===== config.mk =====
export PLATFORM = sky130hd
export DESIGN_NAME = spi_cmd_decoder
export DESIGN_NICKNAME = d
export VERILOG_FILES = /design/src/rtl/spi_pkg.sv /design/src/rtl/sync_2ff.sv /design/src/rtl/spi_cmd_decoder.sv
export SDC_FILE = /design/constraint.sdc
export NUM_CORES = 1
export LEC_CHECK = 0
export ABC_AREA = 1
export BUFFER_PORTS_ARGS = -buffer_cell sky130_fd_sc_hd__buf_2
export CELL_PAD_IN_SITES_DETAIL_PLACEMENT = 1
export CELL_PAD_IN_SITES_GLOBAL_PLACEMENT = 2
export CORE_MARGIN = 1.5
export CORE_UTILIZATION = 29
export CTS_CLUSTER_SIZE = 40
export DETAILED_ROUTE_END_ITERATION = 16
export PLACE_DENSITY_LB_ADDON = 0.25
export SLEW_MARGIN = 0
export SYNTH_ARGS = -nofsm -noshare
export SYNTH_HDL_FRONTEND = slang
export SYNTH_HIERARCHICAL = 1
export SYNTH_SLANG_ARGS = --single-unit

===== constraint.sdc =====
create_clock -name sysClk -period 1.8 [get_ports sysClk]
set_input_delay 0 -clock sysClk [delete_from_list [all_inputs] [get_ports sysClk]]
set_output_delay 0 -clock sysClk [all_outputs]
set_load 0.005 [all_outputs]

===== src/rtl/spi_pkg.sv =====
// -----------------------------------------------------------------------------
// spi_pkg
// Shared definitions for the SPI command decoder: FSM state encoding, command
// byte layout, frame length and the default idle byte driven on MISO.
// -----------------------------------------------------------------------------
package spi_pkg;

  // Frame sequencing states.
  typedef enum logic [1:0] {
    ST_IDLE = 2'd0,  // waiting for slave select to fall
    ST_CMD  = 2'd1,  // waiting for the command byte
    ST_DATA = 2'd2,  // collecting / presenting the four data bytes
    ST_DONE = 2'd3   // frame complete, waiting for slave select to rise
  } state_e;

  // Command byte: bit 7 selects write (1) or read (0); low bits are the address.
  localparam int unsigned OPCODE_BIT = 7;

  // One command byte followed by a 32-bit payload, MSB first.
  localparam int unsigned FRAME_BYTES = 5;
  localparam int unsigned DATA_BYTES  = FRAME_BYTES - 1;

  // Byte shifted out whenever no read data is pending.
  localparam logic [7:0] IDLE_TX_DEFAULT = 8'h5A;

  function automatic logic is_write(input logic [7:0] cmd);
    return cmd[OPCODE_BIT];
  endfunction

endpackage


===== src/rtl/sync_2ff.sv =====
// -----------------------------------------------------------------------------
// sync_2ff
// Two-flop synchroniser for a single asynchronous level signal.
//
// Ports
//   clk_i  destination clock
//   rst_i  synchronous active-high reset; both flops load RST_VAL
//   d_i    asynchronous input
//   q_o    synchronised output (two clk_i cycles of latency)
// -----------------------------------------------------------------------------
module sync_2ff #(
  parameter logic RST_VAL = 1'b1
) (
  input  logic clk_i,
  input  logic rst_i,
  input  logic d_i,
  output logic q_o
);

  logic meta_q;
  logic sync_q;

  // NOTE: sequential state is only ever assigned with <=, so every flop
  // samples the pre-edge value of the others and the chain shifts by one.
  always_ff @(posedge clk_i) begin
    if (rst_i) begin
      meta_q <= RST_VAL;
      sync_q <= RST_VAL;
    end else begin
      meta_q <= d_i;
      sync_q <= meta_q;
    end
  end

  assign q_o = sync_q;

endmodule


===== src/rtl/spi_cmd_decoder.sv =====
// -----------------------------------------------------------------------------
// spi_cmd_decoder
// Decodes 5-byte SPI frames (command + 32-bit payload, MSB first) into
// single-cycle register write / read transactions. Read data is returned on
// the MISO byte path during the same frame.
//
// Ports
//   sysClk    system clock, single clock domain
//   usrReset  synchronous active-high reset
//   SS        raw active-low slave select (asynchronous, synchronised here)
//   rxValid   one-cycle strobe: rx holds a received byte
//   rx        received byte
//   tx        next byte to shift out on MISO
//   wrStrobe  one-cycle register write pulse, with wrAddr / wrData
//   rdReq     one-cycle register read request, with rdAddr
//   rdData    read data, sampled in the cycle that rdReq is high
//   frameErr  one-cycle pulse when a frame is aborted by SS rising early
//   frameCnt  number of completed frames (wraps)
//
// ADDR_W must not exceed 7: bit 7 of the command byte is the opcode.
// FRAME_CNT_RST is the value frameCnt takes in reset (normally zero).
// -----------------------------------------------------------------------------
module spi_cmd_decoder
  import spi_pkg::*;
#(
  parameter int unsigned ADDR_W        = 7,
  parameter logic [7:0]  IDLE_TX       = IDLE_TX_DEFAULT,
  parameter logic [15:0] FRAME_CNT_RST = 16'h0000
) (
  input  logic              sysClk,
  input  logic              usrReset,
  input  logic              SS,
  input  logic              rxValid,
  input  logic [7:0]        rx,
  output logic [7:0]        tx,
  output logic              wrStrobe,
  output logic [ADDR_W-1:0] wrAddr,
  output logic [31:0]       wrData,
  output logic              rdReq,
  output logic [ADDR_W-1:0] rdAddr,
  input  logic [31:0]       rdData,
  output logic              frameErr,
  output logic [15:0]       frameCnt
);

  localparam logic [1:0] LAST_DATA_IDX = 2'(DATA_BYTES - 1);

  // ---------------------------------------------------------------------------
  // Slave select synchronisation and edge detection
  // ---------------------------------------------------------------------------
  logic ss_sync;
  logic ss_prev_q;
  logic ss_active;
  logic ss_fall;

  sync_2ff #(
    .RST_VAL (1'b1)
  ) u_ss_sync (
    .clk_i (sysClk),
    .rst_i (usrReset),
    .d_i   (SS),
    .q_o   (ss_sync)
  );

  assign ss_active = ~ss_sync;
  assign ss_fall   = ss_prev_q & ~ss_sync;

  // ---------------------------------------------------------------------------
  // State and datapath registers
  // ---------------------------------------------------------------------------
  state_e              state_q,     state_d;
  logic                is_wr_q,     is_wr_d;
  logic [1:0]          byte_cnt_q,  byte_cnt_d;
  logic                wr_strobe_q, wr_strobe_d;
  logic [ADDR_W-1:0]   wr_addr_q,   wr_addr_d;
  logic [31:0]         wr_data_q,   wr_data_d;
  logic                rd_req_q,    rd_req_d;
  logic [ADDR_W-1:0]   rd_addr_q,   rd_addr_d;
  logic [31:0]         tx_sr_q,     tx_sr_d;
  logic                tx_valid_q,  tx_valid_d;
  logic                frame_err_q, frame_err_d;
  logic [15:0]         frame_cnt_q, frame_cnt_d;

  // ---------------------------------------------------------------------------
  // Next-state / output logic
  // ---------------------------------------------------------------------------
  // NOTE: every variable gets its hold (or idle) value before the case, so
  // no path leaves a variable unassigned and no latch is inferred.
  always_comb begin
    state_d     = state_q;
    is_wr_d     = is_wr_q;
    byte_cnt_d  = byte_cnt_q;
    wr_strobe_d = 1'b0;
    wr_addr_d   = wr_addr_q;
    wr_data_d   = wr_data_q;
    rd_req_d    = 1'b0;
    rd_addr_d   = rd_addr_q;
    tx_sr_d     = tx_sr_q;
    tx_valid_d  = tx_valid_q;
    frame_err_d = 1'b0;
    frame_cnt_d = frame_cnt_q;

    unique case (state_q)
      ST_IDLE: begin
        // Bytes arriving before the frame starts are not ours.
        tx_valid_d = 1'b0;
        if (ss_fall) begin
          state_d = ST_CMD;
        end
      end

      ST_CMD: begin
        // SS rising is checked first: a byte coincident with it is dropped.
        if (!ss_active) begin
          frame_err_d = 1'b1;
          state_d     = ST_IDLE;
        end else if (rxValid) begin
          is_wr_d    = is_write(rx);
          byte_cnt_d = 2'd0;
          state_d    = ST_DATA;
          if (is_write(rx)) begin
            wr_addr_d = rx[ADDR_W-1:0];
          end else begin
            rd_addr_d = rx[ADDR_W-1:0];
            rd_req_d  = 1'b1;
          end
        end
      end

      ST_DATA: begin
        if (!ss_active) begin
          frame_err_d = 1'b1;
          tx_valid_d  = 1'b0;
          state_d     = ST_IDLE;
        end else begin
          // Read data returns the cycle after the request.
          if (rd_req_q) begin
            tx_sr_d    = rdData;
            tx_valid_d = 1'b1;
          end
          if (rxValid) begin
            wr_data_d  = {wr_data_q[23:0], rx};
            byte_cnt_d = byte_cnt_q + 2'd1;
            // A byte clocked out moves MISO on to the next lower byte; this
            // also covers a byte landing in the same cycle as the load.
            if (!is_wr_q) begin
              tx_sr_d = {tx_sr_d[23:0], 8'h00};
            end
            if (byte_cnt_q == LAST_DATA_IDX) begin
              state_d     = ST_DONE;
              tx_valid_d  = 1'b0;
              frame_cnt_d = frame_cnt_q + 16'd1;
              wr_strobe_d = is_wr_q;
            end
          end
        end
      end

      ST_DONE: begin
        // Overrun bytes are ignored until SS rises.
        if (!ss_active) begin
          state_d = ST_IDLE;
        end
      end

      default: begin
        state_d = ST_IDLE;
      end
    endcase
  end

  // ---------------------------------------------------------------------------
  // Registers
  // ---------------------------------------------------------------------------
  always_ff @(posedge sysClk) begin
    if (usrReset) begin
      state_q     <= ST_IDLE;
      ss_prev_q   <= 1'b1;
      is_wr_q     <= 1'b0;
      byte_cnt_q  <= 2'd0;
      wr_strobe_q <= 1'b0;
      wr_addr_q   <= '0;
      wr_data_q   <= '0;
      rd_req_q    <= 1'b0;
      rd_addr_q   <= '0;
      tx_sr_q     <= '0;
      tx_valid_q  <= 1'b0;
      frame_err_q <= 1'b0;
      frame_cnt_q <= FRAME_CNT_RST;
    end else begin
      state_q     <= state_d;
      ss_prev_q   <= ss_sync;
      is_wr_q     <= is_wr_d;
      byte_cnt_q  <= byte_cnt_d;
      wr_strobe_q <= wr_strobe_d;
      wr_addr_q   <= wr_addr_d;
      wr_data_q   <= wr_data_d;
      rd_req_q    <= rd_req_d;
      rd_addr_q   <= rd_addr_d;
      tx_sr_q     <= tx_sr_d;
      tx_valid_q  <= tx_valid_d;
      frame_err_q <= frame_err_d;
      frame_cnt_q <= frame_cnt_d;
    end
  end

  // ---------------------------------------------------------------------------
  // Outputs
  // ---------------------------------------------------------------------------
  assign tx       = tx_valid_q ? tx_sr_q[31:24] : IDLE_TX;
  assign wrStrobe = wr_strobe_q;
  assign wrAddr   = wr_addr_q;
  assign wrData   = wr_data_q;
  assign rdReq    = rd_req_q;
  assign rdAddr   = rd_addr_q;
  assign frameErr = frame_err_q;
  assign frameCnt = frame_cnt_q;

endmodule


; Word level (Yosys, flattened, before mapping)
; Index checks and enable logic that the tools add are counted.
[op_classes]
add_sub_neg = 2
n_eq_ne = 13
n_reduce_logical = 15
muxes = 24
n_bitwise = 8
[ops]
columns = cell, count
row1 = two-way mux 32 bit, 3
row2 = two-way mux 2 bit, 11
row3 = "adder 16 x 1 -> 16 bit, second input constant", 1
row4 = AND reduction 4 bit, 3
row5 = "inequality test 2 bit, second input constant", 5
row6 = AND reduction 5 bit, 2
row7 = "inequality test 3 x 2 -> 1 bit, second input constant", 3
row8 = two-way mux 8 bit, 1
row9 = case mux 2 bit (4 select lines), 1
row10 = inverter 1 bit, 7
row11 = "== test 2 bit, second input constant", 3
row12 = two-way mux 1 bit, 6
row13 = AND reduction 3 bit, 2
row14 = OR reduction 5 bit, 1
row15 = case mux 2 bit (2 select lines), 1
row16 = nonzero test 2 bit, 2
row17 = OR reduction 2 bit, 2
row18 = OR reduction 4 bit, 1
row19 = "adder 2 x 1 -> 2 bit, second input constant", 1
row20 = "== test 2 x 1 -> 1 bit, second input constant", 1
row21 = zero test 2 bit, 1
row22 = "inequality test 2 x 1 -> 1 bit, second input constant", 1
row23 = case mux 1 bit (2 select lines), 1
row24 = AND reduction 2 bit, 1
row25 = bitwise AND 1 bit, 1
[word_totals]
register_bits = 106
in_bits = 44
out_inout_bits = 73
wordCells = 77

; Depth between registers and ports, before layout
[logic_depth]
ltp_word = 5
depth_mapped = 11

; Hierarchy
; The synthesis kept the hierarchy.
[modules_own_cells]
columns = mod, instances, area_per_inst_um2, cells_per_inst
row1 = spi_cmd_decoder, 1, 4754.6, 694
row2 = sync_2ff, 1, 58.8, 7

; Worst setup path after synthesis
; No wires, ideal clock.
[synth_timing]
path_type = register to register
from = register state_q[0]
to = register frame_cnt_q[5], in the netlist frameCnt[5]
t_arrival_ns = 1.411
t_required_ns = 1.681
path_stages_with_launch = 10
setup_slack_ns = 0.270
setup_ns = 0.119
synth_period_minus_slack_ns = 1.530
cell_sequence = dfxtp_1 inv_1 ha_1 inv_1 nor2_4 nand2_1 nor2_1 nand2_1 o21ai_0 a21oi_1
[synth_between]
elab_chain_cells = 2
[synth_lines]
columns = element, line_no
row1 = from (decl), spi_cmd_decoder.sv:71  ; state_e state_q, state_d;
row2 = from (signal assigned), spi_cmd_decoder.sv:191  ; state_q <= state_d;
row3 = == test 2 bit, spi_cmd_decoder.sv:103  ; unique case (state_q)
row4 = AND reduction 4 bit (no source line), -
row5 = to (signal assigned), spi_cmd_decoder.sv:203  ; frame_cnt_q <= frame_cnt_d;
row6 = to (decl), spi_cmd_decoder.sv:82  ; logic [15:0] frame_cnt_q, frame_cnt_d;
; Every way passes these cells.
; A chain may end at the register's enable or synchronous reset.

; Final worst setup path
[layout_timing]
from = register state_q[0]
to = register tx_sr_q[8]
[layout_between]
elab_chain_cells = 2
[layout_lines]
columns = element, line_no
row1 = == test 2 bit, spi_cmd_decoder.sv:103
row2 = AND reduction 2 bit (no source line), -
row3 = to (signal assigned), spi_cmd_decoder.sv:200  ; tx_sr_q <= tx_sr_d;
row4 = to (decl), spi_cmd_decoder.sv:79  ; logic [31:0] tx_sr_q, tx_sr_d;
; Every way passes these cells.

==> impl_metrics.csv <==
group,metric,value,unit
sta,timing.final.crit_share,93.8,%
global_routing,grt_pass1_wl,24300,um
power,powerDensity,824,nW/um^2
drt,ant_nets,0,
floorplanning,initial_core_util,30.0,%
sta,tns,0,ns
worst_setup_path,endpoint_kind,"register",
cts,clockBufferDepth,2,
cts,clk_latency,0.36,ns
global_routing,grt_max_degree,51,
sta,finalCriticalPeriod,1.69,ns
worst_setup_path,crit_type,"reg2reg",
power,power_leakage,2.82,nW
global_routing,overflow,0,
floorplanning,num_io_pins,117,
synth,yosysWarnings,6,
synth,synth_area,4810,sq um
worst_setup_path,cpPeakStageDelay,0.39,ns
sta,slew_violations,0,
sta,hold_viol,0,
sta,relSlewSlack,62.5,%
place,placed_area,5640,sq um
cts,clk_pin_slew,0.07,ns
synth,post_synth_num_cell_types,32,
final_layout,finalInstanceArea,6080,sq um
worst_setup_path,path_cells,"inv_1 > ha_1 > nand2_4 > inv_2 > nand2_2 > inv_2 > nand2_1 > nand2_1 > o21ai_0 > inv_1",
global_routing,grt_pass1_vias,4883,
global_routing,use_met1,21.1,%
worst_setup_path,critPathMaxFanout,11,
final_layout,diodes,0,
drt,dr.pass1.iters,4,
cts,cts_tree,"yes",
floorplanning,die_x,132,um
final_layout,drive_above_1_share,21.6,%
worst_setup_path,r2r_setup_slack,0.11,ns
place,dp_hpwl,10400,um
final_layout,layout_commonest_cell,"nand2_1",
job,maxCapViolations,0,
run_status,status,"completed",
synth,yosysSeqAreaShare,44.1,%
cts,root_buffer,"clkbuf_16",
cts,htreeDepth,3,
cts,cts_sinks,106,
worst_setup_path,crit_slowest_cell,"dfxtp_1",
worst_setup_path,worstPathArrival,1.94,ns
sta,rsz0062_at_grt,"yes",
synth,ys_ff_latch,106,
drt,post_drt_wl_per_cell,14.3,um
worst_setup_path,timing.rr.start,"state_q[0]",
global_routing,busiest_layer,"met2",
worst_setup_path,r2r_cells,10,
cts,cts_buffers,9,
power,finalPower,5.01,mW
floorplanning,core,16100,sq um
global_routing,grtUsageMet3,4.11,%
global_routing,antenna_found_initial,0,
global_routing,grtUsageMet2,29.3,%
sta,clock_skew,0.00794,ns
floorplanning,dieArea,17400,sq um
sta,max_freq,0.592,GHz
drt,vias_per_cell,4.65,
final_layout,area.growth.synth_to_final,26.3,%
global_routing,grtUsageTotal,17.2,%
drt,drc,0,
place,numPortBuffers,116,
hold_path,min_path_cells,5,
hold_path,min_to,"tx_sr_q[6]",
synth,syn-instance-count,701,
hold_path,hold_class,"in2reg",
synth,synth.avg_cell_area,6.87,sq um
worst_setup_path,worst_setup_path_start_kind,"register",
worst_setup_path,cp.required,2.05,ns
place,gp_congestion,0.766,
sta,worst_pin_slew,0.563,ns
power,ir_drop,0.524,mV
drt,first_iter_violations,164,
worst_setup_path,r2r_end,"tx_sr_q[8]",
floorplanning,fp.dieH,132,um
final_layout,final_nets,867,
synth,synth_nets,752,
hold_path,hold_start,"rdData[6]",
drt,vias,4827,
sta,setup_violations,0,
final_layout,layout_common_cells,"221 x nand2_1, 116 x buf_2, 106 x dfxtp_1, 67 x a21oi_1, 63 x inv_1",
drt,wl,14800,um
floorplanning,fp-row-count,46,
## routing by layer
metal  share of wire [%]  vias to the layer above
met1                  46                     2272
met5                   0                        -
met3                 5.0                       12
met2                  47                       80
li1                    -                     2463
met4                 1.5                        0
## Yosys cell counts
| cell type | instances | share of area (%) |
|---|---|---|
| nor3_1 | 2 | 0.21 |
| nand4_1 | 2 | 0.26 |
| nor3b_1 | 1 | 0.16 |
| nor2_2 | 2 | 0.26 |
| nor2_1 | 50 | 3.9 |
| ha_1 | 7 | 1.8 |
| or2_2 | 9 | 1.2 |
| nor2_4 | 1 | 0.23 |
| nor3_2 | 1 | 0.21 |
| o21ai_1 | 5 | 0.52 |
| clkbuf_1 | 22 | 1.7 |
| dfxtp_1 | 106 | 44 |
| nand2_4 | 1 | 0.23 |
| buf_2 | 10 | 1.0 |
| buf_1 | 3 | 0.23 |
| o21a_1 | 1 | 0.16 |
| nand2_1 | 222 | 17 |
| buf_4 | 1 | 0.16 |
| o21ai_0 | 45 | 4.7 |
| xor2_1 | 1 | 0.18 |
| and2_1 | 1 | 0.13 |
| o21bai_1 | 1 | 0.16 |
| o221a_2 | 1 | 0.23 |
| o211ai_1 | 10 | 1.6 |
| inv_2 | 7 | 0.55 |
| a21oi_1 | 67 | 7.0 |
| nor2_8 | 2 | 0.83 |
| nand3_2 | 1 | 0.21 |
| xnor2_1 | 1 | 0.18 |
| nand3_1 | 54 | 5.6 |
| nand2_2 | 1 | 0.13 |
| inv_1 | 63 | 4.9 |
## sequential cells by signal, summed over array words and instances (netlist names), 2 cells and up
signal and cells:
wrData 32, state_q 2, tx_sr_q 32, byte_cnt_q 2, frameCnt 16, rdAddr 7, wrAddr 7
## report_power, final
group | internal, mW | total (mW) | switching [mW] | leakage [nW]
Combinational | 0.197 | 0.536 | 0.339 | 1.82
Clock | 1.13 | 2.04 | 0.916 | 0.150
Sequential | 2.39 | 2.43 | 0.0419 | 0.855
## final cells by class
cell class | count | area (sq um)
tap | 216 | 270
sequential | 106 | 2120
inverter | 70 | 265
multi-input combinational | 489 | 2290
clock buffer | 11 | 243
timing repair buffer | 140 | 821
fill | 2048 | 9980
clock inverter | 5 | 61.3
## logic make-up after synthesis
logic type	synth area share (%)
buf+inv	8.60
compound gates	14.3
fa+ha+maj	1.82
flops	44.1
simple gates	30.9
xor+xnor	0.364
## worst max path at each step
stage                          start            to  cells past startpoint  slack, ns
after global routing      state_q[0]    wrData[12]                      7     -0.003
after floorplan           state_q[0]   frameCnt[5]                      9       0.27
after CTS                 state_q[0]   tx_sr_q[16]                      9       0.06
final                     state_q[0]    tx_sr_q[8]                     10       0.11
after global placement    state_q[0]  frameCnt[13]                      9       0.17
after detailed placement  state_q[0]    tx_sr_q[8]                     10       0.08
## critical path: cells and delay by family, from the launching register on
| kind | cells | cell delay, ns |
|---|---|---|
| simple gates | 4 | 0.40 |
| compound gates | 1 | 0.16 |
| flops | 1 | 0.39 |
| buf+inv | 4 | 0.35 |
| fa+ha+maj | 1 | 0.26 |
## timing repair
action / 4_1_cts / 5_1_grt
buffers inserted: 0 / 3
resized for setup: 0 / 10
hold endpoints to repair: 23 / 0
hold buffers: 9 / 0
setup endpoints to repair: 0 / 19
## per-stage QoR
step                      util, %  cells  hold slack [ns]  setup WS, ns
final                        37.8   1037           0.0374         0.112
after global routing         37.8   1037           0.0600      -0.00291
after global placement       35.1   1009            0.173         0.166
after CTS                    37.6   1034           0.0243        0.0604
after floorplan                 -    701           0.0848         0.270
after detailed placement     35.1   1009            0.178        0.0771
(Power assumes the default switching activity.)
